$ cat config.mk
export PLATFORM = sky130hd
export DESIGN_NAME = keypad_scan_4x4
export DESIGN_NICKNAME = d
export VERILOG_FILES = /design/src/rtl/keypad_pkg.sv /design/src/rtl/keypad_scan_4x4_sync.sv /design/src/rtl/keypad_scan_4x4.sv
export SDC_FILE = /design/constraint.sdc
export NUM_CORES = 1
export LEC_CHECK = 0
export CORE_ASPECT_RATIO = 2
export CORE_MARGIN = 4
export CORE_UTILIZATION = 42
export CTS_BUF_LIST = sky130_fd_sc_hd__clkbuf_16
export CTS_CLUSTER_DIAMETER = 120
export DETAILED_ROUTE_END_ITERATION = 7
export PLACE_DENSITY = 0.6
export REMOVE_ABC_BUFFERS = 1
export SKIP_LAST_GASP = 1
export SLEW_MARGIN = 0
export SYNTH_ARGS = -nofsm -noshare
export SYNTH_HDL_FRONTEND = slang
export SYNTH_SLANG_ARGS = --single-unit
$ cat constraint.sdc
create_clock -name CLOCK_50 -period 6.95 [get_ports CLOCK_50]
set_input_delay 0.695 -clock CLOCK_50 [delete_from_list [all_inputs] [get_ports CLOCK_50]]
set_output_delay 0.695 -clock CLOCK_50 [all_outputs]
set_load 0.01 [all_outputs]
$ cat src/rtl/keypad_pkg.sv
// Shared types and constants for the 4x4 keypad scanner: FSM states,
// the idle row-drive pattern and the row/column to hex-code key map.
package keypad_pkg;

    typedef enum logic [1:0] {
        SCAN      = 2'd0,
        DEB_PRESS = 2'd1,
        PRESSED   = 2'd2,
        DEB_REL   = 2'd3
    } state_t;

    localparam logic [3:0] ROW_RESET = 4'b1110;

    // Row 3 carries the '*' and '#' keys, reported as E and F.
    function automatic logic [3:0] key_map(input logic [1:0] rowIdx, input logic [1:0] colIdx);
        logic [3:0] code;
        case ({rowIdx, colIdx})
            4'b00_00: code = 4'h1;
            4'b00_01: code = 4'h2;
            4'b00_10: code = 4'h3;
            4'b00_11: code = 4'hA;
            4'b01_00: code = 4'h4;
            4'b01_01: code = 4'h5;
            4'b01_10: code = 4'h6;
            4'b01_11: code = 4'hB;
            4'b10_00: code = 4'h7;
            4'b10_01: code = 4'h8;
            4'b10_10: code = 4'h9;
            4'b10_11: code = 4'hC;
            4'b11_00: code = 4'hE;
            4'b11_01: code = 4'h0;
            4'b11_10: code = 4'hF;
            default:  code = 4'hD;
        endcase
        return code;
    endfunction

endpackage

$ cat src/rtl/keypad_scan_4x4_sync.sv
// Two-flop synchronizer; resets to all-ones so an idle, pulled-up bus
// never looks like a key press coming out of reset.
module sync_2ff #(
    parameter int WIDTH = 4
) (
    input  logic             clk,
    input  logic             rst_n,
    input  logic [WIDTH-1:0] i_d,
    output logic [WIDTH-1:0] o_q
);

    logic [WIDTH-1:0] r_meta;
    logic [WIDTH-1:0] r_sync;

    always_ff @(posedge clk or negedge rst_n) begin
        if (!rst_n) begin
            r_meta <= '1;
            r_sync <= '1;
        end else begin
            r_meta <= i_d;
            r_sync <= r_meta;
        end
    end

    assign o_q = r_sync;

endmodule

$ cat src/rtl/keypad_scan_4x4.sv
// 4x4 matrix keypad scanner: rotates an active-low row strobe, debounces a
// single-key press/release per dwell tick and emits one hex code per press.
module keypad_scan_4x4
    import keypad_pkg::*;
#(
    parameter int SCAN_DIV       = 50000,
    parameter int DEBOUNCE_TICKS = 20
) (
    input  logic       CLOCK_50,
    input  logic       RESET_N,
    output logic [3:0] ROW,
    input  logic [3:0] COL,
    output logic [3:0] key_code,
    output logic       key_valid,
    output logic       key_held
);

    localparam int DIV_W = (SCAN_DIV > 1) ? $clog2(SCAN_DIV) : 1;
    localparam int CNT_W = $clog2(DEBOUNCE_TICKS + 1);
    localparam logic [DIV_W-1:0] DIV_LAST = DIV_W'(SCAN_DIV - 1);
    localparam logic [CNT_W-1:0] CNT_LAST = CNT_W'(DEBOUNCE_TICKS - 1);

    logic [3:0]       w_colS;
    logic [DIV_W-1:0] r_div;
    logic             w_tick;
    logic [3:0]       r_row;
    state_t           r_state, w_nextState;
    logic [CNT_W-1:0] r_cnt, w_nextCnt;
    logic [1:0]       r_keyRow, w_nextKeyRow;
    logic [1:0]       r_keyCol, w_nextKeyCol;
    logic [3:0]       r_keyCode;
    logic             r_keyValid;
    logic             r_keyHeld;
    logic             w_single;
    logic [1:0]       w_colIdx;
    logic [1:0]       w_rowIdx;
    logic             w_rotate;
    logic             w_accept;
    logic             w_release;

    sync_2ff #(.WIDTH(4)) u_colSync (
        .clk   (CLOCK_50),
        .rst_n (RESET_N),
        .i_d   (COL),
        .o_q   (w_colS)
    );

    // Row changes only happen on a tick, so wrapping here also restarts the dwell.
    always_ff @(posedge CLOCK_50 or negedge RESET_N) begin
        if (!RESET_N)
            r_div <= '0;
        else if (w_tick)
            r_div <= '0;
        else if (r_div != DIV_LAST)
            r_div <= r_div + DIV_W'(1);
    end

    assign w_tick = (r_div == DIV_LAST);

    always_comb begin
        w_single = 1'b1;
        w_colIdx = 2'd0;
        case (w_colS)
            4'b1110: w_colIdx = 2'd0;
            4'b1101: w_colIdx = 2'd1;
            4'b1011: w_colIdx = 2'd2;
            4'b0111: w_colIdx = 2'd3;
            default: w_single = 1'b0;
        endcase
    end

    always_comb begin
        w_rowIdx = 2'd0;
        case (r_row)
            4'b1101: w_rowIdx = 2'd1;
            4'b1011: w_rowIdx = 2'd2;
            4'b0111: w_rowIdx = 2'd3;
            default: w_rowIdx = 2'd0;
        endcase
    end

    always_ff @(posedge CLOCK_50 or negedge RESET_N) begin
        if (!RESET_N) begin
            r_state  <= SCAN;
            r_cnt    <= '0;
            r_keyRow <= 2'd0;
            r_keyCol <= 2'd0;
        end else begin
            r_state  <= w_nextState;
            r_cnt    <= w_nextCnt;
            r_keyRow <= w_nextKeyRow;
            r_keyCol <= w_nextKeyCol;
        end
    end

    // Counters only advance while below the terminal count, so they can never wrap.
    always_comb begin
        w_nextState  = r_state;
        w_nextCnt    = r_cnt;
        w_nextKeyRow = r_keyRow;
        w_nextKeyCol = r_keyCol;
        w_rotate     = 1'b0;
        w_accept     = 1'b0;
        w_release    = 1'b0;
        if (w_tick) begin
            case (r_state)
                SCAN: begin
                    if (w_single) begin
                        w_nextKeyRow = w_rowIdx;
                        w_nextKeyCol = w_colIdx;
                        w_nextCnt    = '0;
                        w_nextState  = DEB_PRESS;
                    end else begin
                        w_rotate = 1'b1;
                    end
                end
                DEB_PRESS: begin
                    if (w_single && (w_colIdx == r_keyCol)) begin
                        if (r_cnt >= CNT_LAST) begin
                            w_accept    = 1'b1;
                            w_nextState = PRESSED;
                        end else begin
                            w_nextCnt = r_cnt + CNT_W'(1);
                        end
                    end else begin
                        w_nextState = SCAN;
                        w_rotate    = 1'b1;
                    end
                end
                PRESSED: begin
                    if (w_colS == 4'hF) begin
                        w_nextCnt   = '0;
                        w_nextState = DEB_REL;
                    end
                end
                DEB_REL: begin
                    if (w_colS == 4'hF) begin
                        if (r_cnt >= CNT_LAST) begin
                            w_release   = 1'b1;
                            w_rotate    = 1'b1;
                            w_nextState = SCAN;
                        end else begin
                            w_nextCnt = r_cnt + CNT_W'(1);
                        end
                    end else begin
                        w_nextState = PRESSED;
                    end
                end
                default: w_nextState = SCAN;
            endcase
        end
    end

    always_ff @(posedge CLOCK_50 or negedge RESET_N) begin
        if (!RESET_N) begin
            r_row      <= ROW_RESET;
            r_keyCode  <= 4'h0;
            r_keyValid <= 1'b0;
            r_keyHeld  <= 1'b0;
        end else begin
            r_keyValid <= w_accept;
            if (w_rotate)
                r_row <= {r_row[2:0], r_row[3]};
            if (w_accept) begin
                r_keyCode <= key_map(r_keyRow, r_keyCol);
                r_keyHeld <= 1'b1;
            end else if (w_release) begin
                r_keyHeld <= 1'b0;
            end
        end
    end

    assign ROW       = r_row;
    assign key_code  = r_keyCode;
    assign key_valid = r_keyValid;
    assign key_held  = r_keyHeld;

endmodule

==> flow_summary.ini, run 1 <==
[hold_path]
hp-class = flip-flop to flip-flop
whs_path_depth = 0
min_to = u_colSync.o_q[1]
min_from = u_colSync.r_meta[1]

[clock_network]
clock_latency_ns = 0.28
cts_resized = 0
postCtsSetupBuffers = 0
holdBufCountCts = 0
cts_tree = done
clock_path_buffers = 2
cts-htree-levels = 2
cts.clk_slew.worst_paths_ns = 0.06
clock-root-buffer = clkbuf_16
clock_sinks = 45
numCtsBuffers = 5

[timing]
max-slew-margin-rel = 0.229
fin_hold_ws_ns = 0.355
rsz0062_at_grt = false
fmax_ghz = 0.403
worst_pin_slew_ns = 1.14
slew_viol_final = 0
clock_skew_ns = 0.00488
hold_viol = 0
period_needed_ns = 2.48
fin_ws_ns = 4.47
setup_tns_ns = 0
fin_crit_sh = 0.357
setup_viol = 0

[power_and_ir_drop]
total_power_mw = 0.555
ir_drop_mv = 0.168
p_per_area_mw_per_mm2 = 212
p_leak_nw = 1.15

[routing]
drt_iter0_drc = 25
wirelength_mm = 4.08
drt_first_pass_iters = 4
vias = 1551
avgViaCountPerCell = 5.52
routedWlPerCell_microns = 14.5
drcViolationCount = 0
final_antenna_net_count = 0

[grt]
grt_overflow = 0
grt_max_degree = 46
top_usage_layer = met2
grt_pass1_vias = 1591
grt_usage = 0.139
grtUsageMet2 = 0.243
gr-usage-met1 = 0.149
grt_pass1_wl_mm = 7.28
grtUsageMet3 = 0.0276
grt_antenna_before_repair = 0

[synth]
synth_warnings = 0
yosysTopAreaCell = dfrtp_1
syn_area_per_cell_sq_um = 10.9
syn_area_sq_mm = 0.00228
synth_flop_cell = dfrtp_1
synth_cell_types = 50
async_flop_share = 1.00
synth_top_area_frac = 0.374
yosys-top-cells-count = dfrtp_1, nand3_1, nor2_1
ys_ff_latch = 45
ys_seq_area_frac = 0.501
synth_edf_count = 0
syn_inst = 208
synth.area.top_cells = dfrtp_1, dfstp_2, xor2_1, nand3_1, ha_1
synth_most_common_cell = dfrtp_1

[worst_setup_path]
reg2reg_slack_ns = 4.47
criticalPathCategory = flip-flop to flip-flop
crit_buf_inv = 0
crit_arrival_ns = 2.65
worst_setup_path_start_kind = flip-flop
cp.depth = 6
cp_slowest_cell = a2111oi_0
critPathMaxStageDelay_ns = 0.53
crit_fanout = 6
r2r-end = ROW[0]
regToRegStartpoint = r_cnt[0]
path_delay_family = compound AO/OA/AOI/OAI gates
crit_chain = ha_1 -> a2111oi_0 -> nand3b_1 -> nor3_1 -> o221ai_1 -> mux2_2
cp-end-kind = flip-flop
crit_required_ns = 7.12
r2r_cells = 6

[placed_design]
hpwl_mm = 2.93
portBuffers = 15
place_ws_ns = 4.47
gp_congestion = 0.771
place_area_sq_mm = 0.00244

[finish]
drive_above_1_share = 0.170
fillCellCount = 474
finalNetCount = 235
antennaDiodeCount = 0
design_area_sq_mm = 0.00262
areaGrowthSynthToFinish_pct = 15.1

[floorplanning]
die_w_microns = 60.1
io_pins = 16
die_h_microns = 112
dieArea_sq_mm = 0.00673
initial_utilization = 0.439
core_sq_mm = 0.00518
std_cell_rows = 37

[job]
drv_cap = 0

[status]
outcome = completed
[placed cells by master, fill, tap and decap left out, types with 2 or more instances in the layout]
| cell | instances |
|---|---|
| dfrtp_1 | 34 |
| nand3_1 | 19 |
| nor2_1 | 16 |
| xor2_1 | 14 |
| clkdlybuf4s50_1 | 14 |
| nand2_1 | 13 |
| dfstp_2 | 11 |
| inv_1 | 10 |
| nor3_1 | 7 |
| o21ai_0 | 7 |
| ha_1 | 7 |
| clkbuf_16 | 7 |
| mux2_2 | 6 |
| xnor2_1 | 4 |
| nand3b_1 | 4 |
| mux2_4 | 4 |
| and3_1 | 3 |
| nand4_1 | 3 |
| nor4bb_1 | 2 |
| nor2b_1 | 2 |
| or3b_1 | 2 |
| o32ai_1 | 2 |
| o211ai_1 | 2 |
| nand2b_1 | 2 |
| or3_1 | 2 |
| mux2i_1 | 2 |
[routing by layer]
metal | wire [microns] | part of all wire
met1 | 1620 | 0.40
met4 | 91 | 0.022
met3 | 73 | 0.018
met5 | 0 | 0
met2 | 2300 | 0.56
[kinds of logic after synthesis]
kind of cell | synth area share
AND/OR/NAND/NOR | 0.205
flip-flops | 0.501
AO/OA/AOI/OAI | 0.0698
buffers and inverters | 0.0418
XOR/XNOR | 0.0693
multiplexers | 0.0748
adder cells (fa/ha/maj) | 0.0385
[sequential cells by signal, indices dropped and copies added, names as in the netlist]
signal,cells
r_div,16
ROW,4
key_code,4
r_keyCol,2
u_colSync.r_meta,4
key_valid,1
u_colSync.o_q,4
r_state,2
r_keyRow,2
r_cnt,5
key_held,1
[area by class of cell]
type,count,area (sq um),share of cell area
timing repair buffer,15,145,0.0554
inverter,11,41.3,0.0158
sequential,45,1140,0.435
tap,58,72.6,0.0277
clock buffer,7,175,0.0669
clock inverter,1,5.00,0.00191
multi-input combinational,144,1040,0.397
[report_power, final]
group          switching, mW  internal, mW
clock network         0.0975         0.176
registers            0.00291         0.266
logic                0.00755       0.00439
total                  0.108         0.447
[metrics by stage]
stage,util,instances
3_5_place_dp,0.471,273
2_1_floorplan,-,200
3_3_place_gp,0.471,273
4_1_cts,0.505,281
6_report,0.505,281
5_1_grt,0.505,281
[how the worst max path moves through the flow]
| stage | startpoint | endpoint | slack, ns |
|---|---|---|---|
| 2_1_floorplan | r_div[0] | key_code[0] | 4.78 |
| 3_3_place_gp | r_div[0] | r_cnt[3] | 4.48 |
| 3_5_place_dp | u_colSync.o_q[3] | r_cnt[2] | 4.47 |
| 4_1_cts | r_cnt[0] | ROW[0] | 4.44 |
| 5_1_grt | u_colSync.o_q[2] | r_cnt[2] | 4.24 |
| 6_report | r_cnt[0] | ROW[0] | 4.47 |
No activity file was read; power rests on OpenSTA's default activity.
==> inputs of run 2 (changes only) <==
Settings changed: PLACE_DENSITY 0.6 to 0.63.
Clock period 6.95 ns to 2.03 ns, I/O delays scaled along.
==> run 2 against run 1 <==
Net effect: the flow now finishes with violations (setup timing); critical path depth rose by 1; clock skew fell by 0.0012 ns; register-to-register slack got worse by 4.6 ns.
==> flow_summary.ini, run 2 (synthesis results as in run 1) <==
[grt]
grt_usage = 0.156
grt_overflow = 0
grt_pass1_vias = 1827
grt_pass1_wl_mm = 8.09
grt_max_degree = 19
grt_antenna_before_repair = 0

[worst_setup_path]
reg2reg_slack_ns = -0.09
crit_required_ns = 2.21
crit_arrival_ns = 2.30
cp-end-kind = flip-flop
worst_setup_path_start_kind = flip-flop
criticalPathCategory = flip-flop to flip-flop
crit_fanout = 7

[routing]
avgViaCountPerCell = 5.28
drt_first_pass_iters = 4
final_antenna_net_count = 0
vias = 1791
drt_iter0_drc = 22
wirelength_mm = 4.67
drcViolationCount = 0
routedWlPerCell_microns = 13.8

[placed_design]
place_ws_ns = -0.244
place_inst = 317
portBuffers = 15
gp_congestion = 0.803
hpwl_mm = 3.39

[floorplanning]
die_w_microns = 60.1
initial_utilization = 0.439
std_cell_rows = 37
core_sq_mm = 0.00518
dieArea_sq_mm = 0.00673
die_h_microns = 112
io_pins = 16

[power_and_ir_drop]
p_per_area_mw_per_mm2 = 585
p_leak_nw = 1.45
ir_drop_mv = 0.634

[finish]
antennaDiodeCount = 0
registers.top_by_ff_count = r_div
finalNetCount = 293
top_regs = r_div x16, r_cnt x5
drive_above_1_share = 0.377
utilization = 0.605
largest_reg_flops = 16
final_cell_mix = buf_4, dfrtp_1, nand3_1, nor2_1
final_cells = 339
areaGrowthSynthToFinish_pct = 37.8
final_common_cell = buf_4

[job]
drv_cap = 0

[hold_path]
hp-class = input pin to flip-flop

[timing]
max-slew-margin-rel = 0.625
clock_skew_ns = 0.00371
worst_pin_slew_ns = 0.562
fin_hold_ws_ns = 0.315
period_needed_ns = 2.12
hold_viol = 0
rsz0062_at_grt = true
fin_ws_ns = -0.0917
fin_crit_sh = 1.05
setup_tns_ns = -0.567
fmax_ghz = 0.471
slew_viol_final = 0
setup_viol = 10

[status]
outcome = finished, violations left
failed_checks = setup timing

[clock_network]
cts-htree-levels = 2
clock_sinks = 45
cts_tree = done
clock-root-buffer = clkbuf_16
cts.clk_slew.worst_paths_ns = 0.07
numCtsBuffers = 5
clock_latency_ns = 0.29
clock_path_buffers = 2
-- run 2: cell types whose count changed in the layout (fill, tap and decap cells not counted), sizes merged --
cell,previous run,this run
buf,1,58
inv,11,14
clkbuf,7,5
clkinv,1,0
dlygate4sd3,0,1
-- run 2: layer usage --
layer / global-route usage / share of wire / vias up
li1: - / - / 879
met5: 0 / 0 / -
met2: 0.287 / 0.58 / 33
met3: 0.0242 / 0.024 / 20
met4: 0.0799 / 0.042 / 0
met1: 0.159 / 0.36 / 859
-- run 2: path summary, 6_finish.rpt --
check	from	end	cells after the start
setup / recovery	u_colSync.o_q[2]	ROW[0]	7
hold / removal	COL[2]	u_colSync.r_meta[2]	1
setup reg to reg	u_colSync.o_q[2]	ROW[0]	7
hold reg to reg	u_colSync.r_meta[1]	u_colSync.o_q[1]	0
max in group asynchronous	RESET_N	u_colSync.o_q[0]	3
min in group asynchronous	RESET_N	r_cnt[1]	2
-- run 2: critical path, cell delays in order (launching register included) --
cell and delay [ns]:
dfstp_2 0.60, xor2_1 0.11, and3_2 0.25, buf_4 0.16
nor3_2 0.23, o221ai_1 0.18, buf_4 0.19, mux2_4 0.29
-- run 2: timing repair --
item,in CTS,in global routing
endpoints found under the setup margin,15,16
buffers inserted,10,3
gates resized for setup,16,5
hold buffers,1,0
hold endpoints to repair,16,0
pin swaps,7,1
-- run 2: per-stage QoR --
| stage | power (mW) | instance area (sq um) |
|---|---|---|
| 3_3_place_gp | 0.995 | 2770 |
| 2_1_floorplan | 0.949 | 2220 |
| 4_1_cts | 1.86 | 3090 |
| 6_report | 1.84 | 3140 |
| 5_1_grt | 1.91 | 3140 |
| 3_5_place_dp | 0.996 | 2770 |
-- run 2: final cells by class --
type                    instances  area [sq um]
repair buffers                 73           591
fillers                       447          2050
clock inverters                 3          28.8
inverters                      11          41.3
multi-input cells             144          1140
clock buffers                   5           125
flip-flops and latches         45          1140
well taps                      58          72.6
-- run 2: report_power, final --
part	internal [mW]	switching [mW]	total, mW
combinational	0.0314	0.0368	0.0682
clock	0.474	0.375	0.849
sequential	0.911	0.00747	0.919
